**src/rtl/seq_parser_pkg.sv**
```systemverilog
// Shared types, header layout and helpers for the multi-stream sequence parser.
package seq_parser_pkg;

  localparam int HDR_BYTES = 8;

  // Byte offsets inside the 8-byte header; multi-byte fields are little-endian.
  localparam int OFF_LEN    = 0;
  localparam int OFF_STREAM = 2;
  localparam int OFF_SEQ    = 4;

  typedef enum logic [2:0] {
    HDR0,
    HDR1,
    PAY,
    COMMIT,
    DRAIN
  } parseState_t;

  typedef struct packed {
    logic        trunc;
    logic [15:0] stream;
    logic [31:0] seq;
    logic [15:0] length;
  } recHdr_t;

  // Byte 0 of a word travels on dataIn[31:24].
  function automatic logic [7:0] wordByte(input logic [31:0] word, input logic [1:0] idx);
    case (idx)
      2'd0:    return word[31:24];
      2'd1:    return word[23:16];
      2'd2:    return word[15:8];
      default: return word[7:0];
    endcase
  endfunction

  function automatic logic [31:0] satAdd32(input logic [31:0] a, input logic [31:0] b);
    logic [32:0] sum;
    sum = {1'b0, a} + {1'b0, b};
    return sum[32] ? 32'hFFFF_FFFF : sum[31:0];
  endfunction

endpackage

```
**src/rtl/seq_tracker.sv**
```systemverilog
// Per-stream sequence table {valid, expected}; classifies a committed packet
// combinationally and records seq+1 only for accepted packets.
module seq_tracker #(
  parameter int NUM_STREAMS = 16
) (
  input  logic                           clk,
  input  logic                           reset_b,
  input  logic [$clog2(NUM_STREAMS)-1:0] streamIdx,
  input  logic [31:0]                    seq,
  input  logic                           commit,
  output logic                           accept,
  output logic                           gap,
  output logic [31:0]                    diff
);

  logic [NUM_STREAMS-1:0] entryValid;
  logic [31:0]            entryExp [NUM_STREAMS];
  logic                   entryHit;
  logic [31:0]            rawDiff;

  assign entryHit = entryValid[streamIdx];
  assign rawDiff  = seq - entryExp[streamIdx];

  // Half the sequence space ahead counts as a gap, the other half as stale.
  assign accept = !entryHit || !rawDiff[31];
  assign gap    = entryHit && !rawDiff[31] && (rawDiff != 32'd0);
  assign diff   = entryHit ? rawDiff : 32'd0;

  always_ff @(posedge clk or negedge reset_b) begin
    if (!reset_b) begin
      entryValid <= '0;
      for (int i = 0; i < NUM_STREAMS; i++) entryExp[i] <= '0;
    end else if (commit && accept) begin
      entryValid[streamIdx] <= 1'b1;
      entryExp[streamIdx]   <= seq + 32'd1;
    end
  end

endmodule

```
**src/rtl/seq_stream_parser.sv**
```systemverilog
// Length-prefixed packet parser with per-stream sequence tracking, a one-deep
// record output register and lost/drop statistics.
//
// state  | meaning
// HDR0   | waiting for header word 0 (length, stream)
// HDR1   | waiting for header word 1 (sequence number)
// PAY    | collecting payload words
// COMMIT | classify against the tracker, load or drop the record
// DRAIN  | discarding a malformed packet up to its last word
module seq_stream_parser
  import seq_parser_pkg::*;
#(
  parameter int NUM_STREAMS   = 16,
  parameter int PAYLOAD_BYTES = 32,
  parameter int OUT_W         = 65 + 8*PAYLOAD_BYTES
) (
  input  logic             clk,
  input  logic             reset_b,
  input  logic [31:0]      dataIn,
  input  logic             dataIn_val,
  output logic             dataIn_ready,
  input  logic             dataIN_last,
  output logic [OUT_W-1:0] dataOut,
  output logic             dataOut_val,
  input  logic             dataOut_ready,
  output logic             packetLost,
  output logic [31:0]      lostGap,
  output logic [31:0]      lostCount,
  output logic [15:0]      dropCount
);

  localparam int IDX_W = $clog2(NUM_STREAMS);
  localparam int PAY_W = 8*PAYLOAD_BYTES;

  parseState_t      state;
  logic             outOfReset;
  logic [15:0]      lenReg;
  logic [15:0]      streamReg;
  logic [31:0]      seqReg;
  logic [14:0]      remWords;
  logic [15:0]      byteIdx;
  logic [PAY_W-1:0] payReg;
  logic [PAY_W-1:0] payNext;

  logic [15:0] w0Len;
  logic [15:0] w0Stream;
  logic [16:0] w0Sum;
  logic [14:0] w0Words;
  logic [31:0] w1Seq;
  logic        w0Bad;
  logic        canLoad;
  logic        inAcc;
  logic        takeW0;
  logic        midWord;
  logic        lastExp;
  logic        w0Drop;
  logic        midDrop;
  logic        staleDrop;
  logic        commitNow;
  logic [1:0]  dropInc;
  logic [16:0] dropSum;
  logic [15:0] validBytes;
  logic        trkAccept;
  logic        trkGap;
  logic [31:0] trkDiff;
  recHdr_t     hdrNext;

  assign w0Len    = {wordByte(dataIn, 2'(OFF_LEN + 1)), wordByte(dataIn, 2'(OFF_LEN))};
  assign w0Stream = {wordByte(dataIn, 2'(OFF_STREAM + 1)), wordByte(dataIn, 2'(OFF_STREAM))};
  assign w1Seq    = {wordByte(dataIn, 2'(OFF_SEQ - 1)), wordByte(dataIn, 2'(OFF_SEQ - 2)),
                     wordByte(dataIn, 2'(OFF_SEQ - 3)), wordByte(dataIn, 2'(OFF_SEQ - 4))};
  assign w0Sum    = {1'b0, w0Len} + 17'd3;
  assign w0Words  = w0Sum[16:2];
  assign w0Bad    = (w0Len < 16'(HDR_BYTES)) || ({16'b0, w0Stream} >= 32'(NUM_STREAMS));

  // A stalled COMMIT blocks input; otherwise a word arriving in COMMIT is
  // already header word 0 of the next packet.
  assign canLoad      = !dataOut_val || dataOut_ready;
  assign dataIn_ready = outOfReset && !(state == COMMIT && !canLoad);
  assign inAcc        = dataIn_val && dataIn_ready;
  assign takeW0       = inAcc && (state == HDR0 || state == COMMIT);
  assign midWord      = inAcc && (state == HDR1 || state == PAY);
  assign lastExp      = (remWords == 15'd1);
  assign commitNow    = (state == COMMIT) && canLoad;

  assign w0Drop    = takeW0 && (dataIN_last || w0Bad);
  assign midDrop   = midWord && (dataIN_last != lastExp);
  assign staleDrop = commitNow && !trkAccept;
  assign dropInc   = {1'b0, w0Drop} + {1'b0, midDrop} + {1'b0, staleDrop};
  assign dropSum   = {1'b0, dropCount} + {15'b0, dropInc};

  assign validBytes = lenReg - 16'(HDR_BYTES);

  always_comb begin
    hdrNext.trunc  = (validBytes > 16'(PAYLOAD_BYTES));
    hdrNext.stream = streamReg;
    hdrNext.seq    = seqReg;
    hdrNext.length = lenReg;
  end

  // Bytes past the declared length (final-word padding) or past the record
  // capacity are never written, so they stay zero from the word-0 clear.
  always_comb begin
    payNext = payReg;
    for (int k = 0; k < PAYLOAD_BYTES; k++) begin
      if (16'(k) >= byteIdx && 16'(k) < byteIdx + 16'd4 && 16'(k) < validBytes)
        payNext[(PAYLOAD_BYTES-1-k)*8 +: 8] = wordByte(dataIn, 2'(16'(k) - byteIdx));
    end
  end

  seq_tracker #(
    .NUM_STREAMS(NUM_STREAMS)
  ) u_tracker (
    .clk      (clk),
    .reset_b  (reset_b),
    .streamIdx(streamReg[IDX_W-1:0]),
    .seq      (seqReg),
    .commit   (commitNow),
    .accept   (trkAccept),
    .gap      (trkGap),
    .diff     (trkDiff)
  );

  always_ff @(posedge clk or negedge reset_b) begin
    if (!reset_b) begin
      state       <= HDR0;
      outOfReset  <= 1'b0;
      lenReg      <= '0;
      streamReg   <= '0;
      seqReg      <= '0;
      remWords    <= '0;
      byteIdx     <= '0;
      payReg      <= '0;
      dataOut     <= '0;
      dataOut_val <= 1'b0;
      packetLost  <= 1'b0;
      lostGap     <= '0;
      lostCount   <= '0;
      dropCount   <= '0;
    end else begin
      outOfReset <= 1'b1;
      packetLost <= 1'b0;
      if (dataOut_val && dataOut_ready) dataOut_val <= 1'b0;
      if (dropInc != 2'd0) dropCount <= dropSum[16] ? 16'hFFFF : dropSum[15:0];

      if (commitNow && trkAccept) begin
        dataOut     <= {hdrNext, payReg};
        dataOut_val <= 1'b1;
        if (trkGap) begin
          packetLost <= 1'b1;
          lostGap    <= trkDiff;
          lostCount  <= satAdd32(lostCount, trkDiff);
        end
      end

      if (takeW0) begin
        lenReg    <= w0Len;
        streamReg <= w0Stream;
        remWords  <= w0Words - 15'd1;
        byteIdx   <= '0;
        payReg    <= '0;
      end

      case (state)
        HDR0, COMMIT: begin
          if (takeW0) state <= w0Drop ? (dataIN_last ? HDR0 : DRAIN) : HDR1;
          else if (commitNow) state <= HDR0;
        end
        HDR1, PAY: begin
          if (midWord) begin
            remWords <= remWords - 15'd1;
            if (state == HDR1) begin
              seqReg <= w1Seq;
            end else begin
              payReg  <= payNext;
              byteIdx <= byteIdx + 16'd4;
            end
            if (dataIN_last) state <= lastExp ? COMMIT : HDR0;
            else             state <= lastExp ? DRAIN : PAY;
          end
        end
        DRAIN: begin
          if (inAcc && dataIN_last) state <= HDR0;
        end
        default: state <= HDR0;
      endcase
    end
  end

endmodule

```
**config.mk**
```make
export PLATFORM = sky130hd
export DESIGN_NAME = seq_stream_parser
export DESIGN_NICKNAME = d
export VERILOG_FILES = /design/src/rtl/seq_parser_pkg.sv /design/src/rtl/seq_tracker.sv /design/src/rtl/seq_stream_parser.sv
export SDC_FILE = /design/constraint.sdc
export NUM_CORES = 2
export LEC_CHECK = 0
export ABC_CLOCK_PERIOD_IN_PS = 7540
export BUFFER_PORTS_ARGS = -buffer_cell sky130_fd_sc_hd__buf_2
export CAP_MARGIN = 20
export CORE_MARGIN = 8
export CORE_UTILIZATION = 26
export CTS_BUF_LIST = sky130_fd_sc_hd__clkbuf_4 sky130_fd_sc_hd__clkbuf_8
export DETAILED_ROUTE_END_ITERATION = 10
export PLACE_DENSITY = 0.45
export SLEW_MARGIN = 25
export SYNTH_ARGS = -nofsm -noshare
export SYNTH_HDL_FRONTEND = slang
export SYNTH_SLANG_ARGS = --single-unit
```
**constraint.sdc**
```tcl
create_clock -name clk -period 7.54 [get_ports clk]
set_input_delay 0.377 -clock clk [delete_from_list [all_inputs] [get_ports clk]]
set_output_delay 0.377 -clock clk [all_outputs]
set_load 0.02 [all_outputs]
```
==> impl_metrics.ini <==
[synthesis]
synth_ff_type = dfrtp_1
syn-cell-area_um2 = 58600
yosysTopAreaCell = dfrtp_1
synth_cells = 5865
muxShareOfSynthArea_pct = 11.0
yosysSeqAreaShare_pct = 54.9
synth_edf_count = 0
synthSimpleGateAreaFrac_pct = 17.2
synth_top_area_share_pct = 54.9
synth-async-reset-ratio_pct = 100
ys_warn_count = 0
synth_area_leaders = dfrtp_1 55%, nand2_1 10%, mux4_2 6.3%
synth_compound_area_share_pct = 10.2
synth_cell_types = 77
avgSynthCellArea_um2 = 9.99
syn_nets = 5986
synthTopCellsByCount = 1604 x nand2_1, 1286 x dfrtp_1, 468 x nor2_1
synth_most_common_cell = nand2_1
synth_fa_ha_area_share_pct = 1.84
synth_top_family_by_area = simple AND/OR/NAND/NOR gates
ys_ff_latch = 1286
synthXorXnorAreaFrac_pct = 1.69

[grt]
grt_first_pass_wirelength_um = 314000
gr-total-overflow = 0
track_usage_pct = 17.0
grt_pass1_vias = 45700
grt_max_degree = 191
antenna_found_initial = 12

[outcome]
status = finished, final reports clean

[clocking]
cts_tree = yes
cts_buffers = 217
htree_levels = 4
clkSinkCount = 1286
clock_latency_ps = 990
cts.path.max_buffers = 3
clkTransAtPathRegs_ps = 70
root_buffer = clkbuf_8

[routing]
via_per_inst = 4.71
wire_per_inst_um = 22.0
drc = 0
vias = 45000
drt_pass1_iterations = 7
routed_wl_um = 210000
drt_iter0_markers = 3197
ant_nets = 0

[floorplan]
die-area_um2 = 241000
num_rows = 174
die_h_um = 491
core_area_um2 = 224000
initial_utilization_pct = 26.1
io_pins = 441
fp.dieW_um = 491

[timing]
finalHoldViolCount = 0
fin_crit_ps = 7080
setup_ws_ps = 464
finClkSkew_ps = 69.0
clock.fmax_mhz = 141
setup_viol = 0
min_period_over_period_pct = 93.8
tightest_slew_ps = 1250
drv_slew = 0
slew_headroom_pct = 17.0
rsz0062_at_grt = false

[flow_run]
drv_cap = 0

[critical_path]
crit_path_frequent_cell = a21oi_1
critPathKind = reg2reg
crit_path_max_fanout = 21
cpMaxStageDelayCell = dfrtp_4
critPathCaptureType = flip-flop
cp-start-kind = flip-flop
cp.arrival_ps = 7950
cpPeakStageDelay_ps = 570
worstPathRequired_ps = 8410

[cells_and_area]
drive_gt1_share_pct = 21.8
synthToLayoutAreaGrowth_pct = 20.5
final_cell_area_um2 = 70600
layout.nets = 6499
n_fill_cell = 23300

[placed_design]
port_buffers = 440
place.gp.congestion = 0.879
post-place-ws_ps = -182
dp_hpwl_um = 145000
dpl-instance-area_um2 = 65000

[pwr]
p_per_area_nw_per_um2 = 215
ir_drop_v = 0.000182
power_leakage_nw = 34.6

[worst_hold_path]
hp-class = in2reg
-- power by group --
part / total (mW) / switching [mW] / internal, mW
combinational: 0.998 / 0.679 / 0.318
clock: 7.11 / 3.08 / 4.03
sequential: 7.08 / 0.119 / 6.96
total: 15.2 / 3.88 / 11.3
-- routing by layer --
layer	GRT usage, %	vias to the layer above	wire length (um)
met5	0	-	13
met4	5.13	2	6210
met3	2.77	310	8460
met2	28.8	1066	103000
met1	22.3	22600	92700
li1	-	20900	-
-- placed cells by master, fill, tap and decap left out, drive strengths merged, types with 35 or more instances in the layout --
master / count
nand2: 1604
ha: 80
dlygate4sd3: 37
nor2: 468
mux2: 118
xnor2: 59
or2: 35
inv: 88
buf: 633
mux4: 164
mux2i: 128
a21oi: 442
nor3: 44
clkbuf: 346
o21ai: 443
nand3: 85
dfrtp: 1286
a21o: 35
xor2: 54
-- cell type report --
| cell class | count | area [um^2] | share of cell area [%] |
|---|---|---|---|
| tap | 2992 | 3740 | 5.30 |
| multi-input combinational | 4126 | 24900 | 35.3 |
| timing repair buffer | 670 | 4450 | 6.30 |
| inverter | 77 | 289 | 0.409 |
| antenna | 3 | 7.51 | 0.0106 |
| clock inverter | 53 | 641 | 0.907 |
| sequential | 1286 | 32200 | 45.6 |
| clock buffer | 346 | 4350 | 6.16 |
-- metrics by stage --
step | TNS, ps | instances | utilization [%] | power [mW] | hold slack [ps]
5_1_grt | 0 | 9553 | 31.5 | 15.8 | 136
3_3_place_gp | -55.4 | 9097 | 28.9 | 8.16 | 445
2_1_floorplan | 0 | 5865 | - | 7.67 | 81.4
6_report | 0 | 9553 | 31.5 | 15.2 | 186
3_5_place_dp | -2040 | 9100 | 29.0 | 8.17 | 449
4_1_cts | 0 | 9538 | 31.4 | 15.4 | 6.46
-- cells by family (layout without fill, tap and decap cells) --
family	Yosys count	after routing
AOI/OAI and AO/OA	1078	1078
xor gates and xnor gates	113	113
adders and majority gates	84	84
buffers and inverters	453	1146
DFF	1286	1286
muxes	410	410
other	1	4
and+or+nand+nor	2440	2440
-- flip-flops by register name (all words and copies together) (netlist names), 3 cells and up --
| name | cells |
|---|---|
| remWords | 15 |
| dataOut | 321 |
| lostCount | 32 |
| state | 3 |
| streamReg | 16 |
| u_tracker.entryExp | 512 |
| u_tracker.entryValid | 16 |
| lostGap | 32 |
| lenReg | 16 |
| seqReg | 32 |
| payReg | 256 |
| dropCount | 16 |
| byteIdx | 16 |
-- path summary, 6_finish.rpt --
path	startpoint	to	slack, ps	cells past startpoint
worst min-delay path	dataIn_val	remWords[0]$_DFF_PN0_	190	6
min in group asynchronous	reset_b	payReg[43]$_DFFE_PN0P_	480	3
worst max register to register	streamReg[0]$_DFFE_PN0P_	lostCount[22]$_DFFE_PN0P_	460	25
worst max-delay path	streamReg[0]$_DFFE_PN0P_	lostCount[22]$_DFFE_PN0P_	460	25
worst min register to register	payReg[119]$_DFFE_PN0P_	dataOut[119]$_DFFE_PN0P_	440	2
max in group asynchronous	reset_b	streamReg[2]$_DFFE_PN0P_	5330	5
-- timing repair --
item / in CTS / in global routing
hold buffers: 38 / 0
buffers inserted: 1 / 11
resized for setup: 1 / 2
endpoints found under the setup margin: 13 / 46
pin swaps: 0 / 0
endpoints found under the hold margin: 197 / 0
-- critical path: cells and delay by family, from the launching register on --
kind / cells / cell delay [ps]
xor+xnor: 1 / 130
simple gates: 5 / 1040
buf+inv: 3 / 510
fa+ha+maj: 2 / 590
compound gates: 11 / 2800
mux: 3 / 1300
flops: 1 / 570
(Power assumes the default switching activity.)
